==> config.mk <==
export PLATFORM = sky130hd
export DESIGN_NAME = ro_vn_debiaser
export DESIGN_NICKNAME = d
export VERILOG_FILES = /design/src/rtl/ro_vn_debiaser.sv
export SDC_FILE = /design/constraint.sdc
export NUM_CORES = 1
export LEC_CHECK = 0
export CORE_ASPECT_RATIO = 1.4
export CORE_UTILIZATION = 55
export CTS_BUF_LIST = sky130_fd_sc_hd__clkbuf_4 sky130_fd_sc_hd__clkbuf_8
export DETAILED_ROUTE_END_ITERATION = 8
export MAX_ROUTING_LAYER = met4
export PLACE_DENSITY = 0.81
export SLEW_MARGIN = 25
export SYNTH_ARGS = -nofsm -noshare
export SYNTH_HDL_FRONTEND = slang
export SYNTH_SLANG_ARGS = --single-unit
==> constraint.sdc <==
create_clock -name clk -period 2.9 [get_ports clk]
set_input_delay 0.435 -clock clk [delete_from_list [all_inputs] [get_ports clk]]
set_output_delay 0.435 -clock clk [all_outputs]
set_load 0.05 [all_outputs]
==> src/rtl/ro_vn_debiaser.sv <==
// Ring-oscillator sampler with von Neumann debiasing and a saturating discard counter.
// Optional repetition-count health test enabled by defining RO_VN_RCT_EN.
module ro_vn_debiaser #(
  parameter int SAMPLE_DIV  = 16,
  parameter int SYNC_STAGES = 2,
  parameter int RCT_CUTOFF  = 32
) (
  input  logic        clk,
  input  logic        rst_n,
  input  logic        enable,
  input  logic        raw_in,
  output logic        bit_out,
  output logic        bit_valid,
  output logic [15:0] discard_cnt,
  output logic        health_alarm
);

  if (SAMPLE_DIV < 2 || SAMPLE_DIV > 255) begin : g_bad_div
    $error("SAMPLE_DIV out of range");
  end
  if (SYNC_STAGES < 2 || SYNC_STAGES > 4) begin : g_bad_sync
    $error("SYNC_STAGES out of range");
  end
  if (RCT_CUTOFF < 1 || RCT_CUTOFF > 63) begin : g_bad_rct
    $error("RCT_CUTOFF out of range");
  end

  localparam logic [7:0] DIV_LAST = 8'(SAMPLE_DIV - 1);

  typedef enum logic [1:0] {IDLE, WAIT_FIRST, WAIT_SECOND} state_t;

  logic [SYNC_STAGES-1:0] sync_p;
  logic                   s;
  logic [7:0]             div_cnt;
  logic                   tick;
  state_t                 state, state_nxt;
  logic                   take_first, pair_done, emit, discard;
  logic                   first_bit;
  logic                   suppress;
  logic [15:0]            disc_q;

  // Stage: raw_in metastability chain
  always_ff @(posedge clk or negedge rst_n) begin
    if (!rst_n) sync_p <= '0;
    else        sync_p <= {sync_p[SYNC_STAGES-2:0], raw_in};
  end

  assign s = sync_p[SYNC_STAGES-1];

  // Stage: sample-rate divider
  always_ff @(posedge clk or negedge rst_n) begin
    if (!rst_n)                  div_cnt <= '0;
    else if (!enable)            div_cnt <= '0;
    else if (div_cnt == DIV_LAST) div_cnt <= '0;
    else                         div_cnt <= div_cnt + 8'd1;
  end

  assign tick = enable && (div_cnt == DIV_LAST);

  always_ff @(posedge clk or negedge rst_n) begin
    if (!rst_n) state <= IDLE;
    else        state <= state_nxt;
  end

  always_comb begin
    state_nxt = state;
    if (!enable) begin
      state_nxt = IDLE;
    end else begin
      case (state)
        IDLE:        state_nxt = WAIT_FIRST;
        WAIT_FIRST:  if (tick) state_nxt = WAIT_SECOND;
        WAIT_SECOND: if (tick) state_nxt = WAIT_FIRST;
        default:     state_nxt = IDLE;
      endcase
    end
  end

  always_comb begin
    take_first = tick && (state == WAIT_FIRST);
    pair_done  = tick && (state == WAIT_SECOND);
    emit       = pair_done && (first_bit != s);
    discard    = pair_done && (first_bit == s);
  end

`ifdef RO_VN_RCT_EN
  localparam logic [5:0] RCT_LIM = 6'(RCT_CUTOFF);

  logic [5:0] rct_cnt, rct_nxt;
  logic       last_bit, rct_fresh, alarm_q;

  // A run restarts after any idle period or whenever the emitted bit flips.
  always_comb begin
    if (rct_fresh || (first_bit != last_bit)) rct_nxt = 6'd1;
    else if (rct_cnt == 6'h3F)                rct_nxt = rct_cnt;
    else                                      rct_nxt = rct_cnt + 6'd1;
  end

  assign suppress = alarm_q || (rct_nxt == RCT_LIM);

  always_ff @(posedge clk or negedge rst_n) begin
    if (!rst_n) begin
      rct_cnt   <= '0;
      last_bit  <= 1'b0;
      rct_fresh <= 1'b1;
      alarm_q   <= 1'b0;
    end else begin
      if (state == IDLE) rct_fresh <= 1'b1;
      if (emit) begin
        rct_cnt   <= rct_nxt;
        last_bit  <= first_bit;
        rct_fresh <= 1'b0;
        if (rct_nxt == RCT_LIM) alarm_q <= 1'b1;
      end
    end
  end

  assign health_alarm = alarm_q;
`else
  assign suppress     = 1'b0;
  assign health_alarm = 1'b0;
`endif

  // Stage: pair capture and output registers
  always_ff @(posedge clk or negedge rst_n) begin
    if (!rst_n) begin
      first_bit <= 1'b0;
      bit_out   <= 1'b0;
      bit_valid <= 1'b0;
      disc_q    <= '0;
    end else begin
      bit_valid <= emit && !suppress;
      if (take_first) first_bit <= s;
      if (emit && !suppress) bit_out <= first_bit;
      if (discard && (disc_q != 16'hFFFF)) disc_q <= disc_q + 16'd1;
    end
  end

  assign discard_cnt = disc_q;

endmodule
== After elaboration in Yosys (flattened, before gate mapping) ==
Index checks and enable logic that the tools add are counted.

* Add/subtract/negate cells: 2
* Equality and inequality tests: 8
* Multiplexer cells: 6
* Reductions and logical operators: 8

{| class="wikitable"
|+ Operators by type and width
! cell !! number
|-
| $add A16 B1 Y16 const B || 1
|-
| $mux W8 || 2
|-
| $ne A16 B16 Y1 const B || 1
|-
| $add A8 B1 Y8 const B || 1
|-
| $eq A8 B4 Y1 const B || 1
|-
| $logic_and A1 B1 Y1 || 6
|-
| $mux W2 || 3
|-
| $ne A3 B3 Y1 const B || 2
|-
| $pmux W2 S3 || 1
|-
| $eq A2 B1 Y1 const B || 1
|-
| $eq A2 B2 Y1 const B || 1
|-
| $logic_not A2 Y1 || 1
|-
| $reduce_and A2 Y1 || 1
|-
| $eq A1 B1 Y1 || 1
|-
| $ne A1 B1 Y1 || 1
|}

* Bits in registers: 31
* Input port bits: 4
* Output and inout bits: 19
* Word-level logic and storage cells: 31

== Logic depth before layout (Yosys ltp) ==
Gate-level depths: netlist (run 1).

* Depth in word-level cells: 5
* Mapped depth: 6
* Mapped depth without buffers: 5

== Least setup slack after synthesis (run 1) ==
OpenSTA, ideal clock, no wires.

* Path type: register -> register
* From: reg disc_q[0], in the netlist discard_cnt[0]
* To: reg disc_q[1], in the netlist discard_cnt[1]
* Setup time: 125 ps
* Arrival: 2045 ps
* Required time: 2775 ps
* Path slack: 730 ps
* Cell stages (with the launch flop): 6
* Path buffers: 0
* Period minus slack after synthesis: 2170 ps
* Cells stage by stage: dfrtp_1 > ha_1 > nand3_1 > or4_1 > o21ai_2 > mux2_2

* Word-level cells in the longest chain between the ends: 2
* Elaborated cells between the ends (all ways): 3
* Classes of those cells: 1 x add/sub; 1 x eq/ne; 1 x reduce/logical

{| class="wikitable"
|+ Ends and longest elaborated chain
! what !! RTL line !! text
|-
| start, declared || 40 || <nowiki>logic [15:0] disc_q;</nowiki>
|-
| start signal, assigned || 135 || <nowiki>if (discard && (disc_q != 16'hFFFF)) disc_q <= disc_q + 16'd1;</nowiki>
|-
| branches (longest 2 deep; another with $add A16 B1 Y16) || - ||
|}

Parallel ways; which one is timed is not known.
A chain may end at the register's enable or synchronous reset.

== Worst setup path in the final report (run 1) ==
* From: reg div_cnt[5]
* To: reg disc_q[14], in the netlist discard_cnt[14]

* Word-level cells in the longest chain between the ends: 5

{| class="wikitable"
|+ Ends and longest elaborated chain
! what !! RTL line !! text
|-
| start, declared || 34 || <nowiki>logic [7:0] div_cnt;</nowiki>
|-
| start signal, assigned || 55 || <nowiki>else div_cnt <= div_cnt + 8'd1;</nowiki>
|-
| $eq A8 B4 Y1 || 58 || <nowiki>assign tick = enable && (div_cnt == DIV_LAST);</nowiki>
|-
| $logic_and A1 B1 Y1 || 58 ||
|-
| $logic_and A1 B1 Y1 || 81 || <nowiki>pair_done = tick && (state == WAIT_SECOND);</nowiki>
|-
| $logic_and A1 B1 Y1 || 83 || <nowiki>discard = pair_done && (first_bit == s);</nowiki>
|-
| $logic_and A1 B1 Y1 || 135 ||
|}

No other way between the ends.

==> out/qor.yml, run 1 <==
outcome:
  status: "finished, final reports clean"
setup_path:
  worstPathCellList: "or4_4, nor4_4, and4_1, mux2_1"
  crit_fanout: 9
  timing.rr.start: "div_cnt[5]"
  endpoint_kind: "register"
  worstPathRequired_ps: 3120
  critPathLaunchType: "register"
  path_buf_inv: 0
  crit_arrival_ps: 2460
  worst-setup-path-type: "reg2reg"
  cp_top_family: "simple AND/OR/NAND/NOR gates"
  r2r.worst_path.cells: 4
  r2r_setup_slack_ps: 660
  reg2reg_to: "discard_cnt[14]"
  critPathMaxStageDelay_ps: 580
  slowest_stage: "or4_4"
die:
  die_h_um: 64.2
  die-area_sq_um: 2980
  fp.dieW_um: 46.5
  start_util: 0.582
  num_rows: 22
  io_pins: 23
  core_area_sq_um: 2620
sta:
  tightest_slew_ps: 617
  grt_setup_unrepaired: "no"
  period_needed_ps: 2240
  fmax_mhz: 446
  finalSetupViolCount: 0
  maxSlewHeadroom: 0.585
  finalCritPeriodShare: 0.772
  hold_violations: 0
  report.final.slew_viol_count: 0
  clock_skew_ps: 8.23
  fin_setup_tns_ps: 0
  holdWs_ps: 356
synthesis:
  synth_common_cells: "31 x dfrtp_1, 14 x xnor2_1, 8 x and2_1"
  synthMuxAreaShare: 0.0222
  syn_area_sq_um: 1520
  synth_most_common_cell: "dfrtp_1"
  synthArstFlopShare: 1.00
  synth-simple-area-share: 0.225
  synth_fa_ha_area_frac: 0.0164
  synth_top_area_frac: 0.510
  synth_compound_area_frac: 0.0929
  synth.distinct_cells: 36
  synth_top_family_by_area: "simple AND/OR/NAND/NOR gates"
  netlist_top_cells_area: "dfrtp_1 51%, xnor2_1 8.1%, o2111ai_1 3.5%"
  synth_xor_area_frac: 0.109
  dominantRegCellSynth: "dfrtp_1"
  synth_fp_nets: 140
  synth_area_leader_cell: "dfrtp_1"
  synth_cells: 134
  synth_warnings: 0
  synth_seq_cells: 31
  synth_edf_count: 0
  avgSynthCellArea_sq_um: 11.4
  ys_seq_area_frac: 0.510
clocking:
  clk_path_buf_depth: 2
  cts_tree: "yes"
  cts_sinks: 31
  ctsResizeCount: 0
  cts.clk_slew.worst_paths_ps: 100
  cts_setup_buffers: 0
  cts-buffers-inserted: 5
  cts_root_buf: "clkbuf_4"
  clk_latency_ps: 340
  cts-htree-levels: 2
  cts_hold_buf: 0
global_route:
  grt_pass1_vias: 1114
  grt_pass1_wl_um: 4850
  grt-ovfl-total: 0
  grt_max_degree: 32
  gr-usage-all-layers: 0.237
  grt_antenna_before_repair: 0
cells_and_area:
  nNetsFinal: 166
  num_antenna_cells: 0
  layout-drive-gt1-share: 0.106
  post-route-util: 0.707
  syn_to_final_growth_pct: 21.5
placed_design:
  gp_congestion: 0.817
  portBuffers: 21
  dp_hpwl_um: 2070
power:
  ir_drop_v: 0.000385
  power_uw: 823
  leakage_nw: 0.770
  powerDensity_nw_per_um2: 445
detailed_routing:
  wl_per_cell_um: 14.8
  num_vias: 1136
  drc_errors: 0
  dr.pass1.iters: 4
  dr.first_iter.drc_count: 20
  wirelength_um: 2920
  postRouteAntennaNets: 0
  vias_per_cell: 5.77
hold_path:
  holdPathStages: 0
  hp-start: "sync_p[0]"
  hold_class: "reg2reg"
  min_to: "sync_p[1]"
job:
  cap_violations: 0
[state kept, by name (all words and copies together), names as in the netlist]
name and count:
div_cnt 8, discard_cnt 16, first_bit 1, sync_p 2, state 2, bit_valid 1
bit_out 1
[cell type report]
type / count / area, sq um
timing repair buffer: 23 / 225
clock inverter: 2 / 35.0
tap: 36 / 45.0
clock buffer: 6 / 51.3
multi-input combinational: 98 / 712
fill: 216 / 767
inverter: 1 / 3.75
sequential: 31 / 776
[cells by family after synthesis]
| logic type | after synthesis |
|---|---|
| other | 1 |
| AOI/OAI and AO/OA | 19 |
| buffers and inverters | 5 |
| xor gates and xnor gates | 19 |
| adders and majority gates | 2 |
| DFF | 31 |
| muxes | 3 |
| and+or+nand+nor | 54 |
[power by group]
group          switching [mW]  total [mW]  internal, mW
Combinational          0.0173      0.0272       0.00988
Clock                   0.150       0.354         0.204
Sequential            0.00445       0.442         0.437
Total                   0.172       0.823         0.651
[cells in the final DEF (no fill, tap or decap), drive strengths merged]
master / netlist / routed
dfrtp: 31 / 31
clkbuf: 1 / 6
a21oi: 4 / 4
nand4b: 1 / 1
nand4: 4 / 4
nand2b: 1 / 1
o211ai: 6 / 6
o31ai: 1 / 1
clkdlybuf4s50: 0 / 21
and2: 8 / 8
and4: 3 / 3
conb: 1 / 1
nand3: 6 / 6
o2111ai: 6 / 6
clkinv: 0 / 1
bufinv: 0 / 1
nand2: 5 / 5
o21ai: 1 / 1
ha: 2 / 2
nor4: 3 / 3
nor4bb: 1 / 1
inv: 1 / 1
nor2: 5 / 5
nand3b: 2 / 2
and3: 7 / 7
xor2: 5 / 5
nor3: 3 / 3
mux2: 3 / 3
or4: 2 / 2
buf: 3 / 2
xnor2: 14 / 14
nor2b: 3 / 3
a21boi: 1 / 1
[per-stage QoR]
stage                     setup WS [ps]  cells  cell area (sq um)
after floorplan                     730    134               1520
after global placement              561    189               1760
after detailed placement            504    189               1760
after CTS                           647    197               1850
after global routing                529    197               1850
final                               660    197               1850
[per-layer routing]
layer / wire length (um) / share of wire / track usage / up-vias
met5: 0 / 0 / - / -
li1: - / - / - / 541
met2: 1490 / 0.51 / 0.372 / 35
met3: 132 / 0.045 / 0.0763 / 8
met1: 1230 / 0.42 / 0.262 / 552
met4: 68 / 0.023 / 0.114 / 0
[how the worst max path moves through the flow]
stage	endpoint	slack (ps)	depth (start not counted)	from
after floorplan	discard_cnt[1]	730	5	discard_cnt[0]
after global placement	discard_cnt[14]	560	5	enable
after detailed placement	discard_cnt[14]	500	5	enable
after CTS	discard_cnt[14]	650	4	div_cnt[5]
after global routing	discard_cnt[14]	530	4	div_cnt[5]
final	discard_cnt[14]	660	4	div_cnt[5]
Note: power is estimated with default switching activity, not from simulation.
==> run 2: changes to the inputs <==
==> constraint.sdc (replaced) <==
create_clock -name clk -period 2.3 [get_ports clk]
set_input_delay 0.345 -clock clk [delete_from_list [all_inputs] [get_ports clk]]
set_output_delay 0.345 -clock clk [all_outputs]
set_load 0.05 [all_outputs]
==> out/qor.yml, run 2 (synthesized netlist as in run 1, its figures left out) <==
clocking:
  cts_tree: "yes"
  clk_path_buf_depth: 2  # unchanged
  cts_root_buf: "clkbuf_4"
  clk_latency_ps: 340  # about the same
  cts_setup_buffers: 0  # unchanged
  cts_sinks: 31  # unchanged
  cts-htree-levels: 2  # unchanged
  cts.clk_slew.worst_paths_ps: 100  # about the same
  cts_hold_buf: 0  # unchanged
  ctsResizeCount: 0  # unchanged
  cts-buffers-inserted: 5  # unchanged
sta:
  maxSlewHeadroom: 0.604  # +0.0196
  report.final.slew_viol_count: 0  # unchanged
  fmax_mhz: 481  # +7.8%
  hold_violations: 0  # unchanged
  fin_setup_tns_ps: 0  # unchanged
  finalSetupViolCount: 0  # unchanged
  period_needed_ps: 2080  # -162 ps
  holdWs_ps: 355  # -0.488 ps
  tightest_slew_ps: 592  # -25.5 ps
  grt_setup_unrepaired: "no"
  clock_skew_ps: 7.96  # -0.269 ps
  finalCritPeriodShare: 0.903  # +0.131
global_route:
  grt_pass1_wl_um: 5120  # +5.5%
  grt-ovfl-total: 0  # unchanged
  grt_max_degree: 32  # unchanged
  grt_pass1_vias: 1147  # +3.0%
  gr-usage-all-layers: 0.250  # +0.0124
  grt_antenna_before_repair: 0  # unchanged
setup_path:
  timing.rr.start: "div_cnt[5]"
  crit_fanout: 9  # unchanged
  r2r_setup_slack_ps: 220  # -440 ps
  critPathLaunchType: "register"
  reg2reg_to: "discard_cnt[1]"
  crit_arrival_ps: 2300  # -160 ps
  worst-setup-path-type: "reg2reg"
  endpoint_kind: "register"
  r2r.worst_path.cells: 5  # +1
  worstPathRequired_ps: 2520  # -600 ps
detailed_routing:
  wl_per_cell_um: 15.2  # +2.5%
  drc_errors: 0  # unchanged
  postRouteAntennaNets: 0  # unchanged
  dr.pass1.iters: 4  # unchanged
  num_vias: 1144  # +0.70%
  dr.first_iter.drc_count: 38  # +90%
  wirelength_um: 3040  # +4.1%
  vias_per_cell: 5.72  # -0.81%
die:
  io_pins: 23  # unchanged
  core_area_sq_um: 2620  # unchanged
  die_h_um: 64.2  # unchanged
  fp.dieW_um: 46.5  # unchanged
  start_util: 0.582  # unchanged
  die-area_sq_um: 2980  # unchanged
  num_rows: 22  # unchanged
power:
  p_clk_frac: 0.353  # -0.077
  share_comb_of_total_power: 0.038  # +0.005
  powerDensity_nw_per_um2: 495  # +11%
  switching_share: 0.228  # +0.0191
  ir_drop_v: 0.000370  # -3.9%
  p_switching_uw: 208  # +21%
  leakage_nw: 0.775  # +0.58%
  seqPwrFrac: 0.609  # +0.072
  p_int_uw: 706  # +8.5%
hold_path:
  holdPathStages: 0  # unchanged
  hold_class: "reg2reg"
  min_to: "sync_p[1]"
  hp-start: "sync_p[0]"
cells_and_area:
  num_antenna_cells: 0  # unchanged
  largest_reg_flops: 16  # unchanged
  layout_common_cells: "31 x dfrtp_1, 21 x clkdlybuf4s50_1, 14 x xnor2_1, 8 x and2_1"
  layout-drive-gt1-share: 0.122  # +0.0164
  layout.cells.most_common: "dfrtp_1"
  syn_to_final_growth_pct: 21.5  # unchanged
  nNetsFinal: 170  # +2.4%
placed_design:
  portBuffers: 21  # unchanged
  dp_hpwl_um: 2150  # +4.1%
  gp_congestion: 0.836  # +2.4%
outcome:
  status: "finished, final reports clean"
job:
  cap_violations: 0  # unchanged
-- run 2: cell count changes in the layout (fill, tap and decap cells not counted) --
cell	change
buf_4	+4
bufinv_16	-1
-- run 2: stage by stage --
step | utilization | std cells | cell area, sq um | setup slack (ps) | power [mW]
5_1_grt | 0.707 | 200 | 1850 | 134 | 0.952
3_5_place_dp | 0.685 | 193 | 1790 | 247 | 0.604
4_1_cts | 0.707 | 200 | 1850 | 220 | 0.926
2_1_floorplan | - | 134 | 1520 | 130 | 0.582
6_report | 0.707 | 200 | 1850 | 222 | 0.915
3_3_place_gp | 0.685 | 193 | 1790 | 345 | 0.602
-- run 2: final cells by class --
class | count | area (sq um)
Timing Repair Buffer | 27 | 255
Fill cell | 193 | 767
Sequential cell | 31 | 776
Inverter | 1 | 3.75
Multi-Input combinational cell | 98 | 712
Tap cell | 36 | 45.0
Clock inverter | 1 | 5.00
Clock buffer | 6 | 51.3
-- run 2: power by group through the flow --
stage                     registers (mW)  clock network [mW]  logic [mW]
after detailed placement           0.568                   0      0.0360
final                              0.557               0.323      0.0351
after floorplan                    0.566                   0      0.0154
after CTS                          0.557               0.333      0.0363
after global placement             0.567                   0      0.0353
after global routing               0.558               0.353      0.0415
-- run 2: how the worst max path moves through the flow --
stage / start / end / depth (start not counted)
finish: div_cnt[5] / discard_cnt[1] / 5
global route: div_cnt[5] / discard_cnt[1] / 5
CTS: div_cnt[5] / discard_cnt[1] / 5
detailed placement: div_cnt[5] / discard_cnt[1] / 5
global placement: div_cnt[5] / discard_cnt[1] / 5
floorplan: discard_cnt[0] / discard_cnt[1] / 5
-- run 2: layer usage --
layer / share of wire / vias to the layer above / track usage / wire length [um]
li1: - / 547 / - / -
met1: 0.44 / 562 / 0.300 / 1330
met2: 0.51 / 29 / 0.375 / 1550
met3: 0.040 / 6 / 0.0706 / 121
met4: 0.014 / 0 / 0.118 / 42
met5: 0 / - / - / 0
-- run 2: critical path: stages (launching register included) --
cell	delay, ps
dfrtp_1	450
or4_4	580
nor4_4	340
buf_4	230
o21ai_2	80
mux2_2	290
==> run 3: changes to the inputs <==
--- a/config.mk
+++ b/config.mk
@@ -5,12 +5,14 @@
 export SDC_FILE = /design/constraint.sdc
 export NUM_CORES = 1
 export LEC_CHECK = 0
+export CELL_PAD_IN_SITES_DETAIL_PLACEMENT = 1
+export CELL_PAD_IN_SITES_GLOBAL_PLACEMENT = 2
 export CORE_ASPECT_RATIO = 1.4
-export CORE_UTILIZATION = 55
+export CORE_UTILIZATION = 36
 export CTS_BUF_LIST = sky130_fd_sc_hd__clkbuf_4 sky130_fd_sc_hd__clkbuf_8
 export DETAILED_ROUTE_END_ITERATION = 8
 export MAX_ROUTING_LAYER = met4
-export PLACE_DENSITY = 0.81
+export PLACE_DENSITY_LB_ADDON = 0.08
 export SLEW_MARGIN = 25
 export SYNTH_ARGS = -nofsm -noshare
 export SYNTH_HDL_FRONTEND = slang
==> constraint.sdc (replaced) <==
create_clock -name clk -period 2.35 [get_ports clk]
set_input_delay 0.3525 -clock clk [delete_from_list [all_inputs] [get_ports clk]]
set_output_delay 0.3525 -clock clk [all_outputs]
set_load 0.05 [all_outputs]
==> out/qor.yml, run 3 (synthesized netlist as in run 1, its figures left out) <==
global_route:
  grtUsageMet2: 0.326  # -0.0491
  busiest_layer: "met2"
  grt_antenna_before_repair: 0  # unchanged
  grt_util_met1: 0.176  # -0.124
  grt_pass1_vias: 1228  # +7.1%
  grt_pass1_wl_um: 5800  # +13%
  grt_max_degree: 32  # unchanged
  grt-ovfl-total: 0  # unchanged
  gr-usage-all-layers: 0.180  # -0.0697
  grtUsageMet3: 0.0456  # -0.0250
cells_and_area:
  layout_common_cells: "31 x dfrtp_1, 21 x clkdlybuf4s50_1, 14 x xnor2_1, 8 x and2_1, 8 x buf_4"
  nNetsFinal: 172  # +1.2%
  syn_to_final_growth_pct: 25.2
  post-route-util: 0.478  # -0.229
  largest_reg_flops: 16  # unchanged
  num_antenna_cells: 0  # unchanged
  layout.cells.most_common: "dfrtp_1"
  nFillCells: 436  # +130%
  layout-drive-gt1-share: 0.138  # +0.0158
placed_design:
  gp_congestion: 0.815  # -2.5%
  dp_hpwl_um: 2510  # +17%
  portBuffers: 21  # unchanged
detailed_routing:
  num_vias: 1166  # +1.9%
  drc_errors: 0  # unchanged
  postRouteAntennaNets: 0  # unchanged
  wirelength_um: 3420  # +12%
  dr.pass1.iters: 4  # unchanged
  vias_per_cell: 5.55  # -2.9%
  dr.first_iter.drc_count: 29  # -24%
  wl_per_cell_um: 16.3  # +7.0%
setup_path:
  worstPathCellList: "or4_4, nor4_4, buf_4, o21ai_2, mux2_2"
  path_buf_inv: 1  # unchanged
  r2r.worst_path.cells: 5  # unchanged
  critPathMaxStageDelay_ps: 570  # about the same
  r2r_setup_slack_ps: 340  # +120 ps
  critPathLaunchType: "register"
  reg2reg_to: "discard_cnt[1]"
  cp_top_family: "simple AND/OR/NAND/NOR gates"
  endpoint_kind: "register"
  worstPathRequired_ps: 2520  # about the same
  timing.rr.start: "div_cnt[5]"
  crit_arrival_ps: 2170  # -130 ps
  worst-setup-path-type: "reg2reg"
  crit_fanout: 10  # +1
  slowest_stage: "or4_4"
power:
  p_clk_frac: 0.418  # +0.065
  share_comb_of_total_power: 0.035  # -0.003
  leakage_nw: 0.798  # +3.0%
  seqPwrFrac: 0.547  # -0.062
  ir_drop_v: 0.000311  # -16%
  powerDensity_nw_per_um2: 524  # +5.8%
  p_int_uw: 784  # +11%
  p_switching_uw: 213  # +2.4%
  switching_share: 0.214  # -0.0139
sta:
  period_needed_ps: 2010  # -70.0 ps
  finalSetupViolCount: 0  # unchanged
  maxSlewHeadroom: 0.663  # +0.0583
  clock_skew_ps: 6.38  # -1.58 ps
  fin_setup_tns_ps: 0  # unchanged
  fmax_mhz: 498  # +3.5%
  grt_setup_unrepaired: "no"
  holdWs_ps: 357  # +1.83 ps
  report.final.slew_viol_count: 0  # unchanged
  finalCritPeriodShare: 0.854  # -0.0490
  hold_violations: 0  # unchanged
  tightest_slew_ps: 504  # -87.2 ps
die:
  core_area_sq_um: 3990  # +52%
  die-area_sq_um: 4490  # +51%
  start_util: 0.382  # -0.200
  die_h_um: 78.9  # +23%
  io_pins: 23  # unchanged
  fp.dieW_um: 56.9  # +23%
  num_rows: 27  # +23%
job:
  cap_violations: 0  # unchanged
hold_path:
  hp-start: "sync_p[0]"
  holdPathStages: 0  # unchanged
  min_to: "sync_p[1]"
  hold_class: "reg2reg"
clocking:
  cts_tree: "yes"
  ctsResizeCount: 0  # unchanged
  clk_path_buf_depth: 2  # unchanged
  cts.clk_slew.worst_paths_ps: 60  # -40 ps
  cts_sinks: 31  # unchanged
  cts-buffers-inserted: 5  # unchanged
  cts-htree-levels: 2  # unchanged
  clk_latency_ps: 280  # -60 ps
  cts_hold_buf: 0  # unchanged
  cts_setup_buffers: 0  # unchanged
  cts_root_buf: "clkbuf_8"
outcome:
  status: "finished, final reports clean"
[run 3: cell type report]
| class | instances | area [sq um] | share of cell area |
|---|---|---|---|
| Sequential cell | 31 | 776 | 0.407 |
| Multi-Input combinational cell | 98 | 712 | 0.374 |
| Timing Repair Buffer | 29 | 270 | 0.142 |
| Clock buffer | 7 | 83.8 | 0.0440 |
| Tap cell | 43 | 53.8 | 0.0283 |
| Clock inverter | 1 | 5.00 | 0.00263 |
| Inverter | 1 | 3.75 | 0.00197 |
[run 3: worst max path at each step]
stage	from	endpoint	slack [ps]	cells past startpoint
6_report	div_cnt[5]	discard_cnt[1]	340	5
3_3_place_gp	div_cnt[5]	discard_cnt[1]	370	5
4_1_cts	div_cnt[5]	discard_cnt[1]	320	5
2_1_floorplan	discard_cnt[0]	discard_cnt[1]	180	5
3_5_place_dp	div_cnt[5]	discard_cnt[1]	350	5
5_1_grt	discard_cnt[0]	discard_cnt[14]	230	5
[run 3: per-stage QoR]
stage	instance area (sq um)	std cells	setup slack, ps	power, mW
after global routing	1900	210	228	1.04
after CTS	1900	210	323	1.02
after detailed placement	1820	202	350	0.592
after global placement	1820	202	373	0.591
final	1900	210	342	0.997
after floorplan	1520	134	180	0.569
[run 3: power by group through the flow]
stage	Combinational (mW)	Sequential [mW]	Clock [mW]
after floorplan	0.0151	0.554	0
after global placement	0.0355	0.555	0
after detailed placement	0.0366	0.556	0
after CTS	0.0367	0.546	0.435
after global routing	0.0397	0.547	0.456
final	0.0347	0.546	0.417
[run 3: worst register-to-register path: stages, from the launching register on]
cell	delay (ps)
dfrtp_1	420
or4_4	570
nor4_4	320
buf_4	230
o21ai_2	80
mux2_2	280
[run 3: layer usage]
layer	vias up	part of all wire
li1	552	-
met4	0	0.023
met1	587	0.38
met3	7	0.031
met2	20	0.57
met5	-	0
